## src/rtl/debounce_pkg.sv

```systemverilog
// Shared types and width helpers for the push-button debounce bank.
package debounce_pkg;

  typedef enum logic [1:0] {
    LOW      = 2'd0,
    CHK_HIGH = 2'd1,
    HIGH     = 2'd2,
    CHK_LOW  = 2'd3
  } debState_t;

  // Bits needed to hold values 0..maxVal without wrapping.
  function automatic int cntWidth(input int maxVal);
    return (maxVal < 1) ? 1 : $clog2(maxVal + 1);
  endfunction

endpackage

```

## src/rtl/debounce_channel.sv

```systemverilog
// One button channel: two-flop synchroniser, debounce FSM, long-press detector.
module debounce_channel
  import debounce_pkg::*;
#(
  parameter int STABLE_CYCLES = 16,
  parameter int HOLD_CYCLES   = 1000
) (
  input  logic clk,
  input  logic rstN,
  input  logic button,
  output logic level,
  output logic pressPulse,
  output logic releasePulse,
  output logic longPress
);

  localparam int CNT_W  = cntWidth(STABLE_CYCLES);
  localparam int HOLD_W = cntWidth(HOLD_CYCLES);
  localparam logic [CNT_W-1:0]  CNT_LAST = CNT_W'(STABLE_CYCLES - 1);
  localparam logic [CNT_W-1:0]  CNT_ONE  = CNT_W'(1);
  localparam logic [HOLD_W-1:0] HOLD_MAX = HOLD_W'(HOLD_CYCLES);
  localparam logic [HOLD_W-1:0] HOLD_ONE = HOLD_W'(1);
  localparam bit SINGLE = (STABLE_CYCLES == 1);

  logic sync1, syncB;
  debState_t state, nextState;
  logic [CNT_W-1:0] cnt, nextCnt;
  logic [HOLD_W-1:0] holdCnt, nextHold;
  logic fired, nextFired;
  logic fire, isHigh;

  always_ff @(posedge clk or negedge rstN) begin
    if (!rstN) begin
      sync1 <= 1'b0;
      syncB <= 1'b0;
    end else begin
      sync1 <= button;
      syncB <= sync1;
    end
  end

  // fired latches after the long-press pulse so a saturated holdCnt cannot re-trigger it.
  always_comb begin
    nextState = state;
    nextCnt   = cnt;
    nextHold  = holdCnt;
    fire      = (holdCnt == HOLD_MAX) && !fired;
    nextFired = fired | fire;
    case (state)
      LOW: begin
        if (syncB) begin
          if (SINGLE) begin
            nextState = HIGH;
            nextCnt   = '0;
          end else begin
            nextState = CHK_HIGH;
            nextCnt   = CNT_ONE;
          end
        end
      end
      CHK_HIGH: begin
        if (!syncB) begin
          nextState = LOW;
          nextCnt   = '0;
        end else if (cnt == CNT_LAST) begin
          nextState = HIGH;
          nextCnt   = '0;
        end else begin
          nextCnt = cnt + CNT_ONE;
        end
      end
      HIGH: begin
        if (holdCnt != HOLD_MAX) nextHold = holdCnt + HOLD_ONE;
        if (!syncB) begin
          if (SINGLE) begin
            nextState = LOW;
            nextCnt   = '0;
            nextHold  = '0;
            nextFired = 1'b0;
          end else begin
            nextState = CHK_LOW;
            nextCnt   = CNT_ONE;
          end
        end
      end
      CHK_LOW: begin
        if (syncB) begin
          nextState = HIGH;
          nextCnt   = '0;
        end else if (cnt == CNT_LAST) begin
          nextState = LOW;
          nextCnt   = '0;
          nextHold  = '0;
          nextFired = 1'b0;
        end else begin
          nextCnt = cnt + CNT_ONE;
        end
      end
      default: begin
        nextState = LOW;
        nextCnt   = '0;
        nextHold  = '0;
        nextFired = 1'b0;
      end
    endcase
  end

  assign isHigh = (state == HIGH) || (state == CHK_LOW);

  // Outputs are registered from the current state so level and pulses change together.
  always_ff @(posedge clk or negedge rstN) begin
    if (!rstN) begin
      state        <= LOW;
      cnt          <= '0;
      holdCnt      <= '0;
      fired        <= 1'b0;
      level        <= 1'b0;
      pressPulse   <= 1'b0;
      releasePulse <= 1'b0;
      longPress    <= 1'b0;
    end else begin
      state        <= nextState;
      cnt          <= nextCnt;
      holdCnt      <= nextHold;
      fired        <= nextFired;
      level        <= isHigh;
      pressPulse   <= isHigh & ~level;
      releasePulse <= ~isHigh & level;
      longPress    <= fire;
    end
  end

endmodule

```

## src/rtl/debounce_bank.sv

```systemverilog
// Multi-channel button conditioner: one debounce_channel per input plus a registered any-active flag.
module debounce_bank
  import debounce_pkg::*;
#(
  parameter int CHANNELS      = 4,
  parameter int STABLE_CYCLES = 16,
  parameter int HOLD_CYCLES   = 1000
) (
  input  logic                clk,
  input  logic                rstN,
  input  logic [CHANNELS-1:0] inButton,
  output logic [CHANNELS-1:0] outButton,
  output logic [CHANNELS-1:0] pressPulse,
  output logic [CHANNELS-1:0] releasePulse,
  output logic [CHANNELS-1:0] longPress,
  output logic                anyActive
);

  for (genvar i = 0; i < CHANNELS; i++) begin : gChannel
    debounce_channel #(
      .STABLE_CYCLES(STABLE_CYCLES),
      .HOLD_CYCLES  (HOLD_CYCLES)
    ) uChannel (
      .clk         (clk),
      .rstN        (rstN),
      .button      (inButton[i]),
      .level       (outButton[i]),
      .pressPulse  (pressPulse[i]),
      .releasePulse(releasePulse[i]),
      .longPress   (longPress[i])
    );
  end

  always_ff @(posedge clk or negedge rstN) begin
    if (!rstN) anyActive <= 1'b0;
    else       anyActive <= |outButton;
  end

endmodule
```

## config.mk

```make
export PLATFORM = sky130hd
export DESIGN_NAME = debounce_bank
export DESIGN_NICKNAME = d
export VERILOG_FILES = /design/src/rtl/debounce_pkg.sv /design/src/rtl/debounce_channel.sv /design/src/rtl/debounce_bank.sv
export SDC_FILE = /design/constraint.sdc
export NUM_CORES = 1
export LEC_CHECK = 0
export BUFFER_PORTS_ARGS = -buffer_cell sky130_fd_sc_hd__buf_2
export CORE_MARGIN = 4
export CORE_UTILIZATION = 55
export DETAILED_ROUTE_END_ITERATION = 8
export GPL_TIMING_DRIVEN = 0
export PLACE_DENSITY = 0.75
export SYNTH_ARGS = -nofsm -noshare
export SYNTH_HDL_FRONTEND = slang
export SYNTH_SLANG_ARGS = --single-unit
```

## constraint.sdc

```tcl
create_clock -name clk -period 1.7 [get_ports clk]
set_input_delay 0.255 -clock clk [delete_from_list [all_inputs] [get_ports clk]]
set_output_delay 0.255 -clock clk [all_outputs]
set_load 0.1 [all_outputs]
```

==> flow_summary.ini, run 1 <==
[place]
place_congestion = 0.853
dpl_cell_area_sq_um = 5040
dp_hpwl_microns = 5990
io_buffer_count = 22

[critical_path]
crit_path_start = gChannel[0].uChannel.cnt[0]$_DFFE_PN0P_
worst_setup_path_end_kind = register
worstPathRequired_ps = 1980
worstPathMaxFanout = 4
r2r_start = gChannel[0].uChannel.cnt[0]$_DFFE_PN0P_
crit_path_start_kind = register
path_class = reg2reg
crit_arrival_ps = 2100

[global_routing]
grt_max_degree = 53
grt_use_total = 0.187
grt_pass1_vias = 3374
grt_pass1_wl_microns = 15600
antenna_found_initial = 0
grt-ovfl-total = 0

[sta]
max_slew_margin = 0.609
setup_viol = 6
fin_crit_ps = 1810
finalCritPeriodShare = 1.07
hold_viol = 0
max_freq_mhz = 552
fin_worst_skew_ps = 10.2
holdWs_ps = 349
worstMarginPinSlew_ps = 587
setup_ws_ps = -113
maxSlewViolCount = 0
rsz0062_at_grt = true

[floorplan]
die-area_sq_um = 10200
fp-row-count = 33
die_y_microns = 101
ios = 23
coreArea_sq_um = 8340
die_w_microns = 101
initial_core_util = 0.572

[drt]
wirelength_microns = 9600
dr_wl_met3_microns = 247
wirelength_met1_microns = 4330
drtIter0Drc = 114
routed_via_density = 5.64
dr.pass1.iters = 6
drc_errors = 0
ant_nets = 0
wl_per_cell_microns = 15.0
vias = 3606
dr_wl_met2_microns = 4940
highest_layer = met4

[power]
switching_share = 0.238
intPower_mw = 3.19
combPwrFrac = 0.062
p_seq_frac = 0.572
leakagePower_nw = 2.63
p_per_area_nw_per_um2 = 731
ir_drop_uv = 573
p_switching_mw = 0.999
pwr-share-clk = 0.366

[clock_network]
cts_root_buf = clkbuf_8
insertion_delay_ps = 360
cts.sinks = 97
htree_levels = 3
cts_tree = done
clk_pin_slew_ps = 100
clk_path_buf_depth = 2
cts_buffers = 9

[run]
maxCapViolCount = 0

[worst_hold_path]
hp-class = reg2reg
hp-start = gChannel[1].uChannel.sync1$_DFF_PN0_

[logic_synthesis]
synth-edff-count = 0
synth-seq-cells = 97
synth_top_area_frac = 0.509
synth_ff_type = dfrtp_1
syn_area_per_cell_sq_um = 10.1
async_flop_share = 1.00
yosys_warnings = 0
synth_cell_types = 52
yosys.area.top_type = dfrtp_1
synth_area_sq_um = 4770
synthTopCellsByArea = dfrtp_1 51%, nand3_1 4.0%, xor2_1 3.3%
syn_nets = 488
synth-seq-area-share = 0.509
synth_cells = 470

[finish]
diodes = 0
fillers = 638
fin_area_sq_um = 5730
syn_to_final_growth_pct = 20.2
layout-drive-gt1-share = 0.242
layout.nets = 547

[outcome]
violations = negative setup slack
status = finished, violations left
==> layout make-up <==
class	instances	area [sq um]	area share
clock buffer	10	138	0.0240
buffer	29	185	0.0323
inverter	24	90.1	0.0157
timing repair buffer	51	367	0.0639
tap	105	131	0.0229
clock inverter	6	66.3	0.0116
multi-input combinational	317	2330	0.406
sequential	97	2430	0.424
==> sequential cells by signal (all words and copies together) (netlist names), named ones only <==
register and count:
gChannel.uChannel.holdCnt 40, gChannel.uChannel.cnt 20, gChannel.uChannel.fired 4, gChannel.uChannel.level 4, gChannel.uChannel.longPress 4, gChannel.uChannel.pressPulse 4, gChannel.uChannel.releasePulse 4, gChannel.uChannel.state 4
gChannel.uChannel.sync1 4, gChannel.uChannel.syncB 4, anyActive 1
==> cells in the final DEF, fill, tap and decap left out, types with 6 or more instances in the layout <==
cell / Yosys / final
a21oi_1: 14 / 10
buf_2: 4 / 24
buf_4: 17 / 40
clkbuf_1: 11 / 7
clkbuf_8: 0 / 10
dfrtp_1: 97 / 96
ha_1: 12 / 7
inv_1: 24 / 23
mux2i_1: 10 / 10
nand2_1: 36 / 34
nand2b_1: 13 / 13
nand3_1: 38 / 34
nand4_1: 10 / 10
nor2_1: 31 / 30
nor2b_1: 11 / 11
o21ai_0: 25 / 23
or3_1: 6 / 6
xnor2_1: 7 / 7
xor2_1: 18 / 17
==> power groups by stage <==
stage / Combinational, mW / Clock, mW / Sequential [mW]
finish: 0.261 / 1.54 / 2.40
global route: 0.296 / 1.67 / 2.40
CTS: 0.231 / 1.56 / 2.39
detailed placement: 0.192 / 0 / 2.44
global placement: 0.175 / 0 / 2.43
floorplan: 0.109 / 0 / 2.43
==> worst paths after layout <==
check,end,slack (ps),depth (start not counted)
max,gChannel[0].uChannel.holdCnt[6]$_DFFE_PN0P_,-110,5
min,gChannel[1].uChannel.syncB$_DFF_PN0_,350,0
max reg2reg,gChannel[0].uChannel.holdCnt[6]$_DFFE_PN0P_,-110,5
min reg2reg,gChannel[1].uChannel.syncB$_DFF_PN0_,350,0
max in group asynchronous,gChannel[2].uChannel.holdCnt[0]$_DFFE_PN0P_,610,3
min in group asynchronous,gChannel[0].uChannel.holdCnt[7]$_DFFE_PN0P_,430,2
==> critical path, stage by stage, from the launching register on <==
cell,delay (ps)
dfrtp_1,400
ha_4,170
nand4b_1,110
or3_4,460
a2111oi_4,350
mux2i_1,240
==> kinds of logic after synthesis <==
family / count (synthesis) / synth area share
and+or+nand+nor: 196 / 0.229
AOI/OAI and AO/OA: 73 / 0.103
buffers and inverters: 56 / 0.0585
muxes: 11 / 0.0234
DFF: 97 / 0.509
xor gates and xnor gates: 25 / 0.0459
adders and majority gates: 12 / 0.0315
==> routing by layer <==
metal	vias to the layer above	track usage
li1	1759	-
met2	53	0.314
met5	-	0
met4	0	0.0460
met3	10	0.0353
met1	1784	0.252
==> metrics by stage <==
step	TNS, ps	utilization	setup WS, ps	std cells	total power, mW
finish	-331	0.687	-113	639	4.19
global route	-1280	0.687	-182	639	4.37
CTS	-119	0.655	-48.8	624	4.19
detailed placement	-1420	0.604	-151	598	2.63
global placement	-54720	0.601	-560	597	2.61
floorplan	0	-	1.55	470	2.54
==> synthesized netlist by cell type, types with 2 or more instances <==
cell,number
nor3b_1,2
and4b_1,5
nor2b_1,11
a21o_1,2
o211ai_1,2
and3_1,3
mux2i_1,10
nor2_1,31
a21oi_1,14
and4_1,4
o31ai_1,9
or4_1,6
o21ai_0,25
buf_2,4
nor3_1,6
a21boi_0,2
nor4_1,5
nand2_1,36
or3_4,2
clkbuf_1,11
nand2b_1,13
nand4_1,10
xnor2_1,7
a2111oi_2,3
o21a_1,5
nand3_1,38
buf_4,17
or3_1,6
a31oi_1,3
xor2_1,18
nand4b_1,5
ha_1,12
inv_1,24
dfrtp_1,97
and2_1,5
==> timing repair <==
item                       in CTS  in global routing
setup endpoints to repair      26                 31
gates resized for setup        20                 36
setup buffers                   7                 16
pin swaps                       3                 11
hold endpoints to repair       49                  0
hold buffers                    5                  0
Note: power is estimated with default switching activity, not from simulation.
==> inputs of run 2 (changes only) <==
--- a/config.mk
+++ b/config.mk
@@ -9,7 +9,6 @@
 export CORE_MARGIN = 4
 export CORE_UTILIZATION = 55
 export DETAILED_ROUTE_END_ITERATION = 8
-export GPL_TIMING_DRIVEN = 0
 export PLACE_DENSITY = 0.75
 export SYNTH_ARGS = -nofsm -noshare
 export SYNTH_HDL_FRONTEND = slang
==> run 2 against run 1 <==
  * The flow still finishes with violations (negative setup slack)
  * Cell area shrank 1.4%
  * Via count is 0.17% lower
  * Wire length is 4.3% higher
  * Fmax increased by 1.7%
  * Power decreased by 2.4%
  * Hold slack gained 5.0 ps
  * Sequential share of layout area grew 0.62 points
  * Critical endpoint is now gChannel[3].uChannel.holdCnt[4]$_DFFE_PN0P_
==> flow_summary.ini, run 2 (synthesis results as in run 1) <==
[global_routing]
grt_use_total = 0.198
grt_pass1_vias = 3622
grt-ovfl-total = 0
grt_max_degree = 54
antenna_found_initial = 0
grt_pass1_wl_microns = 16400

[power]
p_switching_mw = 0.992
switching_share = 0.242
combPwrFrac = 0.069
p_per_area_nw_per_um2 = 724
leakagePower_nw = 2.58
ir_drop_uv = 393
intPower_mw = 3.10
p_seq_frac = 0.584
power_mw = 4.09
pwr-share-clk = 0.347

[drt]
wirelength_microns = 10000
vias = 3600
drc_errors = 0
dr.pass1.iters = 4
routed_via_density = 5.66
drtIter0Drc = 122
wl_per_cell_microns = 15.7
ant_nets = 0

[place]
place_congestion = 0.861
placed_cells_incl_taps = 597
dp_hpwl_microns = 6380
io_buffer_count = 22

[clock_network]
insertion_delay_ps = 360
cts_root_buf = clkbuf_8
clk_path_buf_depth = 2
htree_levels = 3
clk_pin_slew_ps = 100
cts_tree = done
cts_buffers = 9
cts.sinks = 97

[finish]
syn_to_final_growth_pct = 18.6
fillers = 624
layout_commonest_cell = dfrtp_1
top_register = gChannel.uChannel.holdCnt
largest_reg_flops = 40
instances_no_fill = 636
layout_common_cells = 95 x dfrtp_1, 48 x buf_4, 36 x nand2_1
top_regs = gChannel.uChannel.holdCnt (40), gChannel.uChannel.cnt (20)
diodes = 0
layout.nets = 544
layout-drive-gt1-share = 0.232

[sta]
setup_viol = 6
finalCritPeriodShare = 1.05
max_slew_margin = 0.661
setup_ws_ps = -81.6
rsz0062_at_grt = true
max_freq_mhz = 561
maxSlewViolCount = 0
fin_crit_ps = 1780
hold_viol = 0
worstMarginPinSlew_ps = 504
fin_worst_skew_ps = 10.9

[critical_path]
crit_path_start_kind = register
path_class = reg2reg
crit_path_cell_trace = inv_2, ha_4, nand3b_1, buf_4, nor4_4, or4_4, a21oi_2
slowest_stage = or4_4
r2r_start = gChannel[3].uChannel.holdCnt[0]$_DFFE_PN0P_
worst_setup_path_end_kind = register
crit_family = simple AND/OR/NAND/NOR gates
path_buf_inv = 2
worstPathRequired_ps = 1980
max_stage_delay_ps = 440
crit_path_start = gChannel[3].uChannel.holdCnt[0]$_DFFE_PN0P_
worstPathMaxFanout = 4
crit_arrival_ps = 2060

[floorplan]
fp-row-count = 33
initial_core_util = 0.572
ios = 23
die_y_microns = 101
die_w_microns = 101
coreArea_sq_um = 8340
die-area_sq_um = 10200

[outcome]
status = finished, violations left
violations = negative setup slack

[worst_hold_path]
hp-class = reg2reg
hp-start = gChannel[2].uChannel.sync1$_DFF_PN0_

[run]
maxCapViolCount = 0
## run 2: final cells by class
cell class,count,area [sq um],area share
flip-flops and latches,97,2430,0.430
multi-input cells,317,2250,0.397
repair buffers,77,567,0.100
clock buffers,11,151,0.0268
well taps,105,131,0.0232
inverters,24,90.1,0.0159
clock inverters,5,37.5,0.00664
## run 2: per-stage QoR
stage	setup slack (ps)	area, sq um	util	hold slack (ps)	setup TNS, ps
CTS	-24.8	5400	0.647	356	-46.6
finish	-81.6	5650	0.678	354	-284
floorplan	1.55	4770	-	-40.6	0
global route	-186	5650	0.678	367	-1680
detailed placement	-70.6	5090	0.610	264	-141
global placement	37.9	5090	0.610	259	0
## run 2: metal layers
metal / up-vias / track usage / wire [microns] / share of wire
met2: 80 / 0.326 / 5100 / 0.51
met3: 15 / 0.0346 / 355 / 0.035
met5: - / 0 / 0 / 0
li1: 1743 / - / - / -
met4: 0 / 0.0746 / 142 / 0.014
met1: 1762 / 0.264 / 4420 / 0.44
## run 2: worst register-to-register path: stages (launching register included)
cell and delay (ps):
dfrtp_1 420, inv_2 70, ha_4 150, nand3b_1 240, buf_4 190, nor4_4 50
or4_4 440, a21oi_2 130
## run 2: power groups by stage
stage          combinational (mW)  clock, mW  sequential (mW)
6_report                    0.283       1.42             2.39
5_1_grt                     0.322       1.55             2.40
4_1_cts                     0.254       1.45             2.39
3_5_place_dp                0.234          0             2.43
3_3_place_gp                0.223          0             2.43
2_1_floorplan               0.109          0             2.43
## run 2: final timing paths
check | slack (ps) | cells past startpoint | to
hold reg to reg | 350 | 0 | gChannel[2].uChannel.syncB$_DFF_PN0_
min in group asynchronous | 420 | 3 | gChannel[0].uChannel.cnt[2]$_DFFE_PN0P_
setup / recovery | -80 | 7 | gChannel[3].uChannel.holdCnt[4]$_DFFE_PN0P_
max in group asynchronous | 1020 | 3 | gChannel[2].uChannel.holdCnt[0]$_DFFE_PN0P_
hold / removal | 350 | 0 | gChannel[2].uChannel.syncB$_DFF_PN0_
setup reg to reg | -80 | 7 | gChannel[3].uChannel.holdCnt[4]$_DFFE_PN0P_
## run 2: timing repair
item,CTS,global route
hold buffers,5,0
hold endpoints to repair,101,0
pin swaps,1,14
setup endpoints to repair,5,23
buffers inserted,6,12
gates resized for setup,3,34
